<file path="config.mk">
export PLATFORM = sky130hd
export DESIGN_NAME = mplier_arbiter
export DESIGN_NICKNAME = d
export VERILOG_FILES = /design/src/rtl/mplier_arbiter_pkg.sv /design/src/rtl/signed_array_mplier.sv /design/src/rtl/mplier_arbiter.sv
export SDC_FILE = /design/constraint.sdc
export NUM_CORES = 2
export LEC_CHECK = 0
export CAP_MARGIN = 20
export CORE_ASPECT_RATIO = 0.8
export CORE_MARGIN = 5
export CORE_UTILIZATION = 30
export DETAILED_ROUTE_END_ITERATION = 12
export PLACE_DENSITY = 0.48
export SLEW_MARGIN = 10
export SYNTH_ARGS = -nofsm -noshare
export SYNTH_HDL_FRONTEND = slang
export SYNTH_SLANG_ARGS = --single-unit
</file>
<file path="constraint.sdc">
create_clock -name clk -period 8.1 [get_ports clk]
set_input_delay 0.81 -clock clk [delete_from_list [all_inputs] [get_ports clk]]
set_output_delay 0.81 -clock clk [all_outputs]
set_load 0.005 [all_outputs]
</file>
<file path="src/rtl/mplier_arbiter_pkg.sv">
// rtl/mplier_arbiter_pkg.sv - shared types and helpers for the multiplier arbiter
//
// Purpose: FSM state encoding, ID/counter width helper and the parameter
// legality check used by mplier_arbiter.
// Ports: none (package).
package mplier_arbiter_pkg;

  typedef enum logic [1:0] {
    ST_IDLE = 2'd0,
    ST_MUL  = 2'd1,
    ST_RESP = 2'd2
  } state_t;

  localparam int MIN_NREQ      = 2;
  localparam int MIN_MC_CYCLES = 1;

  // Width needed to index n items; never narrower than one bit.
  function automatic int id_width(input int n);
    return (n <= 2) ? 1 : $clog2(n);
  endfunction

  function automatic bit params_ok(input int nreq, input int mc_cycles);
    return (nreq >= MIN_NREQ) && (mc_cycles >= MIN_MC_CYCLES);
  endfunction

endpackage

</file>
<file path="src/rtl/signed_array_mplier.sv">
// rtl/signed_array_mplier.sv - combinational N x N -> 2N two's-complement array multiplier
//
// Purpose: exact signed product of i_mcand and i_mplier, built as a ripple
// chain of shifted partial products.
// Ports:
//   i_mcand   [N-1:0]   signed multiplicand
//   i_mplier  [N-1:0]   signed multiplier
//   o_product [2N-1:0]  signed product
module signed_array_mplier #(
  parameter int N = 32
) (
  input  logic [N-1:0]   i_mcand,
  input  logic [N-1:0]   i_mplier,
  output logic [2*N-1:0] o_product
);

  logic [2*N-1:0] w_mcand_ext;
  logic [2*N-1:0] w_pp  [N];
  logic [2*N-1:0] w_sum [N];

  assign w_mcand_ext = {{N{i_mcand[N-1]}}, i_mcand};

  genvar i;
  generate
    for (i = 0; i < N; i++) begin : g_pp
      assign w_pp[i] = i_mplier[i] ? (w_mcand_ext << i) : '0;
    end

    assign w_sum[0] = '0;
    for (i = 0; i < N - 1; i++) begin : g_row
      assign w_sum[i+1] = w_sum[i] + w_pp[i];
    end
  endgenerate

  // The multiplier MSB carries weight -2^(N-1), so its row is subtracted.
  // Everything is modulo 2^2N, which makes (-2^(N-1))^2 come out exact.
  assign o_product = w_sum[N-1] - w_pp[N-1];

endmodule

</file>
<file path="src/rtl/mplier_arbiter.sv">
// rtl/mplier_arbiter.sv - round-robin front end sharing one multicycle signed multiplier
//
// Purpose: grants one of NREQ requesters, registers its operands, holds them
// for MC_CYCLES cycles (multicycle path op_* -> rsp_product), then returns
// the registered 2N-bit product on a tagged valid/ready response channel.
// Ports:
//   clk, rst                    clock, synchronous active-high reset
//   req_valid/req_ready [NREQ]  per-requester handshake (ready is one-hot)
//   req_mcand/req_mplier        packed operands, requester k at [k*N +: N]
//   rsp_valid/rsp_ready         response handshake
//   rsp_id [IDW]                owner of the product
//   rsp_product [2N]            signed product
//   busy                        high whenever not IDLE
module mplier_arbiter
  import mplier_arbiter_pkg::*;
#(
  parameter int N         = 32,
  parameter int NREQ      = 2,
  parameter int MC_CYCLES = 4,
  parameter int IDW       = id_width(NREQ)
) (
  input  logic                clk,
  input  logic                rst,
  input  logic [NREQ-1:0]     req_valid,
  output logic [NREQ-1:0]     req_ready,
  input  logic [NREQ*N-1:0]   req_mcand,
  input  logic [NREQ*N-1:0]   req_mplier,
  output logic                rsp_valid,
  input  logic                rsp_ready,
  output logic [IDW-1:0]      rsp_id,
  output logic [2*N-1:0]      rsp_product,
  output logic                busy
);

  localparam int CNTW = id_width(MC_CYCLES);

  generate
    if (!params_ok(NREQ, MC_CYCLES)) begin : g_bad_params
      $error("mplier_arbiter: NREQ must be >= 2 and MC_CYCLES >= 1");
    end
  endgenerate

  state_t          r_state;
  state_t          w_next_state;
  logic [IDW-1:0]  r_last_grant;
  logic [IDW-1:0]  r_id;
  logic [CNTW-1:0] r_cnt;
  logic [N-1:0]    r_op_mcand;
  logic [N-1:0]    r_op_mplier;
  logic            r_rsp_valid;
  logic [IDW-1:0]  r_rsp_id;
  logic [2*N-1:0]  r_rsp_product;
  logic [2*N-1:0]  w_product;
  logic [IDW:0]    w_pick;
  logic            w_found;
  logic [IDW-1:0]  w_grant;

  // Rotate so the slot after last_grant sits at bit 0, take the lowest set
  // bit, then map the rotated index back to a requester number.
  function automatic logic [IDW:0] rr_pick(input logic [NREQ-1:0] valid,
                                           input logic [IDW-1:0]  last);
    logic [NREQ-1:0] rot;
    logic [IDW:0]    res;
    int              base;
    base = (int'(last) + 1) % NREQ;
    for (int k = 0; k < NREQ; k++) begin
      rot[k] = valid[(base + k) % NREQ];
    end
    res = '0;
    for (int k = NREQ - 1; k >= 0; k--) begin
      if (rot[k]) begin
        res = {1'b1, IDW'((base + k) % NREQ)};
      end
    end
    return res;
  endfunction

  assign w_pick  = rr_pick(req_valid, r_last_grant);
  assign w_found = w_pick[IDW];
  assign w_grant = w_pick[IDW-1:0];

  signed_array_mplier #(.N(N)) u_mplier (
    .i_mcand   (r_op_mcand),
    .i_mplier  (r_op_mplier),
    .o_product (w_product)
  );

  always_ff @(posedge clk) begin
    if (rst) begin
      r_state <= ST_IDLE;
    end else begin
      r_state <= w_next_state;
    end
  end

  always_comb begin
    w_next_state = r_state;
    req_ready    = '0;
    case (r_state)
      ST_IDLE: begin
        if (w_found) begin
          req_ready[w_grant] = 1'b1;
          w_next_state       = ST_MUL;
        end
      end
      ST_MUL: begin
        if (r_cnt == '0) begin
          w_next_state = ST_RESP;
        end
      end
      ST_RESP: begin
        if (rsp_ready) begin
          w_next_state = ST_IDLE;
        end
      end
      default: w_next_state = ST_IDLE;
    endcase
  end

  always_ff @(posedge clk) begin
    if (rst) begin
      r_last_grant  <= IDW'(NREQ - 1);
      r_id          <= '0;
      r_cnt         <= '0;
      r_op_mcand    <= '0;
      r_op_mplier   <= '0;
      r_rsp_valid   <= 1'b0;
      r_rsp_id      <= '0;
      r_rsp_product <= '0;
    end else begin
      case (r_state)
        ST_IDLE: begin
          if (w_found) begin
            r_op_mcand   <= req_mcand[w_grant*N +: N];
            r_op_mplier  <= req_mplier[w_grant*N +: N];
            r_id         <= w_grant;
            r_last_grant <= w_grant;
            r_cnt        <= CNTW'(MC_CYCLES - 1);
          end
        end
        ST_MUL: begin
          if (r_cnt == '0) begin
            r_rsp_product <= w_product;
            r_rsp_id      <= r_id;
            r_rsp_valid   <= 1'b1;
          end else begin
            r_cnt <= r_cnt - 1'b1;
          end
        end
        ST_RESP: begin
          if (rsp_ready) begin
            r_rsp_valid <= 1'b0;
          end
        end
        default: ;
      endcase
    end
  end

  assign rsp_valid   = r_rsp_valid;
  assign rsp_id      = r_rsp_id;
  assign rsp_product = r_rsp_product;
  assign busy        = (r_state != ST_IDLE);

endmodule

</file>
# Yosys cells after proc, flatten, opt, wreduce, memory -nomap -nowiden
# Index checks and enable logic that the tools add are counted.
# Widths: inputs -> output; s select.
[classes]
add_sub_neg = 34
n_lt_le_gt_ge = 4
n_eq_ne = 6
shifts = 2
mux = 54
n_bitwise = 3
n_reduce_logical = 11
[op_table]
columns = ["cell", "count"]
rows = [
  ["$mux 64", 32],
  ["$add 64x64->64", 30],
  ["$shiftx 64x7->32", 2],
  ["$sub 64x64->64", 1],
  ["$mux 2", 9],
  ["$mux 1", 9],
  ["$reduce_and 3->1", 3],
  ["$ne 2x2->1 const B", 4],
  ["$lt 2x3->1 const B", 2],
  ["$pmux 2 s3", 1],
  ["$reduce_bool 2->1", 3],
  ["$logic_not 2->1", 2],
  ["$pmux 2 s2", 1],
  ["$reduce_and 2->1", 2],
  ["$add 2x2->3 const B", 1],
  ["$and 1x1->1", 2],
  ["$eq 2x1->1 const B", 1],
  ["$eq 2x2->1 const B", 1],
  ["$lt 1x2->1 const B", 1],
  ["$pmux 1 s2", 1],
  ["$sub 2x1->2 const B", 1],
  ["$add 1x1->1 const B", 1],
  ["$and 1x1->1 const A", 1],
  ["$demux 1 s1", 1],
  ["other kinds (2)", 2],
]
[totals]
reg_bits = 136
in_bits = 133
output_inout_bits = 69
word_cells = 123

# Logic depth before layout (Yosys ltp)
[logic_depth]
ltp_word = 32
ltp_mapped = 29
ltp_nobuf = 27

# Modules after synthesis
# A second synthesis with hierarchy kept.
[unflattened]
hier_cells = 4489
area_unflattened_um2 = 41223.3
[modules_own_cells]
columns = ["mod", "n_inst", "cells_per_inst", "area_per_inst_um2", "seq_area_each_um2"]
rows = [
  ["signed_array_mplier", 1, 3793, 35619.2, 0.0],
  ["mplier_arbiter", 1, 696, 5604.1, 2722.6],
]

# Worst setup path after synthesis
# Ideal clock, no wire load.
[synth_path]
kind = "flip-flop to flip-flop"
start = "register r_op_mcand[31]"
end = "register r_rsp_product[63], in the netlist rsp_product[63]"
setup_ns = 0.117
arrival_ns = 7.847
required_ns = 7.983
slack_ns = 0.137
path_stages_with_launch = 29
n_path_buf = 1
synth_period_minus_slack_ns = 7.963
path_cell_list = "dfxtp_1 clkbuf_1 nand2_1 inv_1 fa_1 inv_1 fa_1 inv_1 fa_1 fa_1 inv_1 fa_1 inv_1 fa_1 inv_1 fa_1 inv_1 fa_1 ha_1 a21o_1 a21o_1 a221oi_1 o211ai_1 a211oi_1 o21ai_1 a2111oi_1 o21bai_1 xnor2_1 a22o_1"
[synth_via]
elab_chain_cells = 32
elab_cells_between_ends = 63
classes_between = "add/sub: 31; mux: 32"
[synth_lines]
columns = ["element", "line", "source"]
rows = [
  ["start, declared", "mplier_arbiter.sv:48", "logic [N-1:0] r_op_mcand;"],
  ["start signal, assigned", "mplier_arbiter.sv:134", "r_op_mcand <= req_mcand[w_grant*N +: N];"],
  ["$mux 64", "signed_array_mplier.sv:26", "assign w_pp[i] = i_mplier[i] ? (w_mcand_ext << i) : '0;"],
  ["$add 64x64->64 (30 in a row)", "signed_array_mplier.sv:31", "assign w_sum[i+1] = w_sum[i] + w_pp[i];"],
  ["$sub 64x64->64 (*)", "signed_array_mplier.sv:37", "assign o_product = w_sum[N-1] - w_pp[N-1];"],
  ["end signal, assigned", "mplier_arbiter.sv:143", "r_rsp_product <= w_product;"],
  ["end, declared", "mplier_arbiter.sv:52", "logic [2*N-1:0] r_rsp_product;"],
]
# Mark *: on every way between the ends. The rest lies on a longest branch, timed or not.
# A chain may end at the register's enable or synchronous reset.

# Worst setup path in the final report
[layout_path]
start = "register r_op_mplier[8]"
end = "register r_rsp_product[45], in the netlist rsp_product[45]"
[layout_via]
elab_chain_cells = 25
[layout_lines]
columns = ["element", "line", "source"]
rows = [
  ["start, declared", "mplier_arbiter.sv:49", "logic [N-1:0] r_op_mplier;"],
  ["start signal, assigned", "mplier_arbiter.sv:135", "r_op_mplier <= req_mplier[w_grant*N +: N];"],
  ["$mux 64", "signed_array_mplier.sv:26", ""],
  ["$add 64x64->64 (23 in a row)", "signed_array_mplier.sv:31", ""],
  ["$sub 64x64->64", "signed_array_mplier.sv:37", ""],
]
# No other way between the ends.

==> out/metrics.csv <==
stage;metric;value;unit
run_status;status;completed;
worst_setup_path;crit_fanout;14;
worst_setup_path;critical_path_class;reg -> reg;
detailed_routing;first_pass_iters;9;
sta;finalCritPeriodShare;96.8;%
global_route;grt_pass1_vias;31918;
worst_setup_path;crit_path_start_kind;flop;
detailed_routing;drtIter0Drc;1699;
global_route;track_usage;17.7;%
run;drv_cap;0;
synthesis;synth-seq-cells;136;
clocking;clkSinkCount;136;
clocking;clk_pin_slew_worst_paths;0.09;ns
floorplan;die_w;420;um
synthesis;synth_edf_count;0;
finish;fill_cells;13746;
synthesis;synth.distinct_cells;68;
synthesis;syn-num-nets;5708;
synthesis;synth_top_area_share;54.1;%
sta;hold_viol;0;
sta;slew_viol_final;0;
detailed_routing;vias_per_cell;4.60;
floorplan;rows;120;
finish;drive_gt1_share;6.71;%
clocking;cts_buffers;17;
detailed_routing;wl_per_cell;19.1;um
placement;port_buffers;201;
detailed_routing;drcViolationCount;0;
detailed_routing;drtAntennaViolNets;0;
detailed_routing;vias;28838;
finish;final_cells;6271;
clocking;clk_latency;0.51;ns
hold_path;hold_path_class;reg -> reg;
synthesis;syn-cell-area;40300;um2
clocking;clock-root-buffer;clkbuf_16;
sta;fin_worst_skew;0.0246;ns
placement;gp_congestion;0.860;
detailed_routing;drt-total-wl;120;mm
floorplan;dieHeight;338;um
worst_setup_path;r2r_slack;0.26;ns
floorplan;core;134000;um2
worst_setup_path;crit_required;8.52;ns
synthesis;ys_async_sr_fraction;0;%
synthesis;avgSynthCellArea;9.35;um2
sta;slew_headroom;30.5;%
finish;nNetsFinal;5888;
sta;worstMarginPinSlew;1.04;ns
clocking;ctsHoldBuffers;0;
finish;ff_latch_area;2760;um2
sta;setup_violations;0;
clocking;cts_tree;built;
synthesis;yosysSeqAreaShare;6.76;%
synthesis;synth.area.top_cells;fa_1 (54%), inv_1 (8.6%), nand2_1 (7.1%), dfxtp_1 (6.8%), and2_1 (6.0%);
floorplan;initial_core_util;30.1;%
global_route;grt_pass1_wl;194;mm
synthesis;syn_inst;4308;
global_route;overflow;0;
worst_setup_path;crit_path_end_kind;flop;
placement;dp_slack;-0.128;ns
sta;grt_setup_unrepaired;yes;
floorplan;die-area;142000;um2
placement;hpwl;101;mm
clocking;cts_buffer_depth;2;
sta;fin_crit;7.84;ns
placement;dpl.cell_count;6233;
clocking;h-tree-depth;4;
worst_setup_path;crit_arrival;8.26;ns
global_route;grt_max_degree;96;
synthesis;yosysWarnings;0;
finish;syn2layout_area_growth;15.7;%
synthesis;synth_area_leader_cell;fa_1;
global_route;antenna_found_initial;0;
sta;worst_slack;0.258;ns
finish;multi_input_area;33200;um2
synthesis;synth_flop_cell;dfxtp_1;
sta;fmax;128;MHz
floorplan;io_pins;202;
## synthesized netlist by cell type, types with 3 or more instances
master and instances:
inv_1 927, o31a_1 3, nor2_1 110, nor4_1 4, ha_1 179, or3_1 5, nand3b_1 6, xor2_1 11
nand2_1 765, xnor2_1 46, dfxtp_1 136, a21o_1 28, clkbuf_1 248, nand4_1 9, nand2b_1 3, a21oi_1 107
o21ai_0 25, mux2i_1 7, a222oi_1 59, a211oi_1 18, nor3b_1 7, and3_1 9, o211ai_1 7, a211o_1 5
fa_1 1088, a22o_1 3, o21a_1 10, nor3_1 12, o21bai_1 9, buf_1 5, and2_1 387, a31oi_1 6
o31ai_1 4, or2_2 4, nor2b_1 4, nand3_1 13
## routing by layer
| metal | track usage, % | part of all wire, % | vias to the layer above |
|---|---|---|---|
| met1 | 27.6 | 51 | 15169 |
| met3 | 3.63 | 6.5 | 45 |
| met5 | 0.644 | 0.10 | - |
| met4 | 2.74 | 1.2 | 2 |
| met2 | 25.5 | 42 | 604 |
| li1 | - | - | 13018 |
## placed cells by master (no fill, tap or decap), drive strengths merged, types with 8 or more instances in the layout
cell / instances
fa: 1088
inv: 936
nand2: 765
and2: 387
buf: 214
clkdlybuf4s50: 200
ha: 179
dfxtp: 136
nor2: 110
a21oi: 108
a222oi: 59
xnor2: 46
a21o: 29
o21ai: 27
clkbuf: 18
a211oi: 18
nand3: 13
nor3: 12
xor2: 11
o21a: 10
and3: 10
o21bai: 10
nand4: 9
o211ai: 8
## worst max-delay path, stage by stage (launching register included)
cell	delay, ns
dfxtp_2	0.41
buf_4	0.21
buf_6	0.20
nand2_1	0.10
fa_1	0.55
inv_1	0.06
fa_1	0.47
fa_1	0.52
fa_1	0.67
fa_1	0.49
fa_1	0.52
fa_1	0.47
ha_1	0.30
ha_1	0.29
buf_4	0.15
and2_1	0.15
a211oi_1	0.60
a2111oi_4	0.17
buf_4	0.18
o31a_1	0.28
o211a_4	0.26
a221oi_2	0.25
xnor2_1	0.19
nand2_1	0.10
a21oi_1	0.18
## registers in the layout (all words and copies together) (netlist names)
name	cells
rsp_product	64
r_op_mcand	32
r_op_mplier	32
r_cnt	2
r_state	2
r_id	1
r_last_grant	1
rsp_id	1
rsp_valid	1
## per-stage QoR
step	util (%)	setup TNS, ns	area, um2	hold slack, ns
2_1_floorplan	-	0	40300	0.432
3_3_place_gp	34.2	-0.496	45800	0.439
3_5_place_dp	34.2	-0.450	45800	0.446
4_1_cts	34.7	0	46400	0.457
5_1_grt	34.9	-0.0250	46600	0.468
6_report	34.9	0	46600	0.453
## logic make-up (layout without fill, tap and decap cells)
kind of cell | after synthesis | in the layout | synth area share (%)
flops | 136 | 136 | 6.76
buf+inv | 1181 | 1374 | 11.0
simple gates | 1349 | 1349 | 15.6
xor+xnor | 57 | 57 | 1.24
compound gates | 310 | 310 | 5.57
fa+ha+maj | 1267 | 1267 | 59.6
other cells | 0 | 1 | 0
mux | 8 | 8 | 0.211
## layout make-up
class | count | share of cell area, %
multi-input combinational | 2991 | 71.3
timing repair buffer | 415 | 9.23
inverter | 927 | 7.47
sequential | 136 | 5.92
tap | 1769 | 4.75
clock buffer | 17 | 0.913
clock inverter | 15 | 0.411
antenna | 1 | 0.00537
## path summary, 6_finish.rpt
| kind | start | depth (start not counted) | end |
|---|---|---|---|
| setup / recovery | r_op_mplier[8] | 24 | rsp_product[45] |
| hold / removal | rsp_product[23] | 2 | rsp_product[23] |
| setup reg to reg | r_op_mplier[8] | 24 | rsp_product[45] |
| hold reg to reg | rsp_product[23] | 2 | rsp_product[23] |
## timing repair
action | 4_1_cts | 5_1_grt
setup endpoints to repair | 13 | 17
gates resized for setup | 8 | 41
buffers inserted | 2 | 2
pin swaps | 1 | 6
cloned | 0 | 1
Power is left out: the tool's default activity adds up to more than one toggle a clock period on the data nets, which glitch-free logic cannot reach.
